$ cat config.mk
export PLATFORM = sky130hd
export DESIGN_NAME = mem_arbiter
export DESIGN_NICKNAME = d
export VERILOG_FILES = /design/src/rtl/cpu_types_pkg.sv /design/src/rtl/mem_arbiter.sv
export SDC_FILE = /design/constraint.sdc
export NUM_CORES = 1
export LEC_CHECK = 0
export ABC_CLOCK_PERIOD_IN_PS = 2290
export BUFFER_PORTS_ARGS = -buffer_cell sky130_fd_sc_hd__buf_2
export CAP_MARGIN = 15
export CORE_AREA = 2 2 105 107
export DETAILED_ROUTE_END_ITERATION = 6
export DIE_AREA = 0 0 107 109
export SLEW_MARGIN = 20
export SYNTH_ARGS = -nofsm -noshare
export SYNTH_HDL_FRONTEND = slang
export SYNTH_SLANG_ARGS = --single-unit
$ cat constraint.sdc
create_clock -name CLK -period 2.29 [get_ports CLK]
set_clock_uncertainty 0.2 [all_clocks]
set_input_delay 0.1145 -clock CLK [delete_from_list [all_inputs] [get_ports CLK]]
set_output_delay 0.1145 -clock CLK [all_outputs]
set_load 0.01 [all_outputs]
$ cat src/rtl/cpu_types_pkg.sv
// Shared CPU memory-system types: word type, RAM handshake state and the
// arbiter FSM state encoding.
package cpu_types_pkg;

    typedef logic [31:0] word_t;

    typedef enum logic [1:0] {
        FREE   = 2'd0,
        BUSY   = 2'd1,
        ACCESS = 2'd2,
        ERROR  = 2'd3
    } ramstate_t;

    typedef enum logic [1:0] {
        IDLE   = 2'd0,
        DGRANT = 2'd1,
        IGRANT = 2'd2
    } arbstate_t;

endpackage

$ cat src/rtl/mem_arbiter.sv
// Single-port RAM arbiter between the data and instruction caches. Data wins by
// default; after STARVE_MAX data completions with an instruction fetch pending,
// the instruction side gets one grant.
module mem_arbiter
    import cpu_types_pkg::*;
#(
    parameter int STARVE_MAX = 4
) (
    input  logic        CLK,
    input  logic        nRST,
    input  logic        dREN,
    input  logic        dWEN,
    input  logic [31:0] daddr,
    input  logic [31:0] dstore,
    output logic        dwait,
    output logic [31:0] dload,
    input  logic        iREN,
    input  logic [31:0] iaddr,
    output logic        iwait,
    output logic [31:0] iload,
    output logic        ramREN,
    output logic        ramWEN,
    output logic [31:0] ramaddr,
    output logic [31:0] ramstore,
    input  logic [31:0] ramload,
    input  ramstate_t   ramstate,
    output logic        memerr
);

    localparam int SW = (STARVE_MAX < 1) ? 1 : $clog2(STARVE_MAX + 1);
    localparam logic [SW-1:0] STARVE_LIM = SW'(STARVE_MAX);

    arbstate_t     r_state;
    arbstate_t     w_next_state;
    logic [SW-1:0] r_starve;
    logic          r_memerr;

    logic          w_dreq;
    logic          w_starved;
    logic          w_dcomplete;
    logic          w_icomplete;
    logic          w_grant_err;

    assign w_dreq      = dREN | dWEN;
    assign w_starved   = iREN && (r_starve == STARVE_LIM);
    // A completion needs the owner to still be requesting; a dropped request is an abort.
    assign w_dcomplete = (r_state == DGRANT) && w_dreq && (ramstate == ACCESS);
    assign w_icomplete = (r_state == IGRANT) && iREN && (ramstate == ACCESS);
    assign w_grant_err = (r_state != IDLE) && (ramstate == ERROR);
    assign memerr      = r_memerr;

    always_ff @(posedge CLK or negedge nRST) begin
        if (!nRST) begin
            r_state  <= IDLE;
            r_starve <= '0;
            r_memerr <= 1'b0;
        end else begin
            r_state <= w_next_state;
            if (!iREN || w_icomplete)
                r_starve <= '0;
            else if (w_dcomplete && (r_starve != STARVE_LIM))
                r_starve <= r_starve + 1'b1;
            if (w_grant_err)
                r_memerr <= 1'b1;
        end
    end

    always_comb begin
        w_next_state = r_state;
        case (r_state)
            IDLE: begin
                if (w_dreq && !w_starved)
                    w_next_state = DGRANT;
                else if (iREN)
                    w_next_state = IGRANT;
            end
            DGRANT: begin
                if (!w_dreq || (ramstate == ACCESS) || (ramstate == ERROR))
                    w_next_state = IDLE;
            end
            IGRANT: begin
                if (!iREN || (ramstate == ACCESS) || (ramstate == ERROR))
                    w_next_state = IDLE;
            end
            default: w_next_state = IDLE;
        endcase
    end

    always_comb begin
        dwait    = 1'b1;
        iwait    = 1'b1;
        dload    = '0;
        iload    = '0;
        ramREN   = 1'b0;
        ramWEN   = 1'b0;
        ramaddr  = '0;
        ramstore = '0;
        case (r_state)
            DGRANT: begin
                ramaddr  = daddr;
                ramstore = dstore;
                ramWEN   = dWEN;
                ramREN   = dREN & ~dWEN;
                if (w_dcomplete) begin
                    dwait = 1'b0;
                    dload = ramload;
                end
            end
            IGRANT: begin
                ramaddr = iaddr;
                ramREN  = 1'b1;
                if (w_icomplete) begin
                    iwait = 1'b0;
                    iload = ramload;
                end
            end
            default: ;
        endcase
    end

endmodule

==> metrics.cfg <==
[status]
status = complete, no violations

[route]
drt-wirelength-per-cell_um = 11.6
drt_iter0_markers = 90
vias = 2563
drc = 0
routed_wl_um = 7240
ant_nets = 0
drt_pass1_iterations = 4
vias_per_cell = 4.09

[clock_network]
insertion_delay_ns = 0.22
cts_tree = yes
clockBufferDepth = 2
postCtsSetupBuffers = 0
clock_sinks = 6
clk_pin_slew_ns = 0.04
cts_buffers = 3
htreeDepth = 1
root_buffer = clkbuf_8

[synth]
synth_top_area_share_pct = 37.9
seq_area_frac_synth_pct = 9.37
netlist_top_cells_area = and2_1 (38%), a22oi_1 (15%), nor2b_1 (12%)
ys_types = 29
syn_inst = 231
yosysWarnings = 0
ys_ff_latch = 6
synth_fp_nets = 371
yosys.area.top_type = and2_1
synth_edf_count = 0
syn_area_um2 = 1600
ys.flop_type = dfrtp_1
syn_area_per_cell_um2 = 6.94
async_flop_share_pct = 100

[die]
start_util_pct = 15.1
dieHeight_um = 109
std_cell_rows = 38
pin_count = 268
die_area_um2 = 11700
die_w_um = 107
core-area_um2 = 10600

[sta]
drv_slew = 0
period_minus_slack_ns = 2.11
post-route-period-util_pct = 92.3
tightest_slew_ns = 0.546
hold_viol = 0
setup-violations-final = 0
tns_ns = 0
hold_ws_ns = 0.0108
max_freq_ghz = 0.473
rsz0062_at_grt = false
relSlewSlack_pct = 63.5

[flow_run]
max_cap_violations = 0

[layout]
synthToLayoutAreaGrowth_pct = 95.0
drive_gt1_share_pct = 58.0
final_nets = 628
multi_input_area_um2 = 1330
antennaDiodeCount = 0
layout_commonest_cell = buf_2
fillers = 1134
final_cell_mix = buf_2 (267), and2_1 (97), a22oi_1 (32), nor2b_1 (32)
final-seq-area_um2 = 150

[placed_design]
hpwl_um = 6160
gp_congestion = 0.703
io_buffer_count = 267

[pwr]
power.density_nw_per_um2 = 644
seqPwrFrac_pct = 6.7
p_sw_mw = 0.982
clockPowerShare_pct = 7.7
power_mw = 2.01
p_leak_nw = 1.86
internal-power_mw = 1.03
pwr-share-comb_pct = 85.7
swShare_pct = 48.8
ir_drop_mv = 0.330

[global_route]
antenna_found_initial = 0
grt_overflow = 0
grt_usage_pct = 10.7
grt_pass1_wl_um = 10200
grt_start_max_net_pins = 67
first_global_vias = 2323

[worst_setup_path]
crit_type = in2out
startpoint_type = input port
arrival_ns = 1.80
crit_fanout = 33
endpoint_kind = output pin
cp_data_required_time_ns = 1.98

[min_path]
hold_path.class = in2reg

[per-layer routing]
metal	wire [um]	GRT usage [%]	vias to the layer above
met5	0	0	-
met1	2620	11.2	1117
met4	85	2.88	0
li1	-	-	1270
met3	691	1.43	6
met2	3850	22.0	170
[flip-flops by register name (all words and copies together) (netlist names)]
signal,flops
r_starve,3
memerr,1
r_state,2
[cells by family after synthesis]
family | synth area share, %
DFF | 9.37
AOI/OAI and AO/OA | 19.0
muxes | 2.58
buffers and inverters | 7.57
and+or+nand+nor | 57.6
adders and majority gates | 3.90
[synth_stat cells, types with 2 or more instances]
master,n
and2_1,97
a22oi_1,32
nor2b_1,32
buf_2,13
clkbuf_1,8
dfrtp_1,6
inv_1,6
nand3_1,6
ha_1,5
nand2_1,4
mux2i_1,3
nand3b_1,2
[power groups by stage]
stage / registers [mW] / logic [mW] / clock network [mW]
finish: 0.134 / 1.72 / 0.155
global route: 0.135 / 1.91 / 0.165
CTS: 0.134 / 1.76 / 0.160
detailed placement: 0.135 / 1.75 / 0
global placement: 0.134 / 1.72 / 0
floorplan: 0.132 / 1.06 / 0
[final cells by class]
type | count | share of cell area, %
tap | 140 | 5.60
sequential | 6 | 4.80
timing repair buffer | 273 | 44.8
clock buffer | 3 | 1.32
multi-input combinational | 197 | 42.7
inverter | 7 | 0.841
[through the flow]
step | util (%) | area (um2) | instances | setup slack, ns
after floorplan | - | 1600 | 231 | 0.690
after global routing | 29.5 | 3130 | 626 | 0.0640
after global placement | 28.9 | 3060 | 621 | 0.440
after detailed placement | 28.9 | 3060 | 621 | 0.368
after CTS | 29.5 | 3130 | 626 | 0.154
final | 29.5 | 3130 | 626 | 0.176
[worst paths after layout]
| kind | slack, ns | endpoint | depth (start not counted) | start |
|---|---|---|---|---|
| min in group asynchronous | 0.05 | r_starve[2] | 2 | nRST |
| hold reg to reg | 0.27 | memerr | 1 | memerr |
| max in group asynchronous | 1.69 | r_starve[1] | 2 | nRST |
| hold / removal | 0.01 | r_starve[2] | 3 | iREN |
| setup / recovery | 0.18 | iload[5] | 6 | ramstate[0] |
| setup reg to reg | 0.38 | r_state[1] | 6 | r_state[0] |
[critical path, stage by stage]
cell           delay, ns
dlygate4sd3_1       0.52
buf_2               0.13
nand2b_2            0.22
nor2_4              0.47
and2_1              0.21
buf_2               0.12
[timing repair]
item	4_1_cts	5_1_grt
hold endpoints to repair	7	0
hold buffers	2	0
endpoints found under the setup margin	0	0
gates resized for setup	0	0
Power figures use the tool's default switching activity.
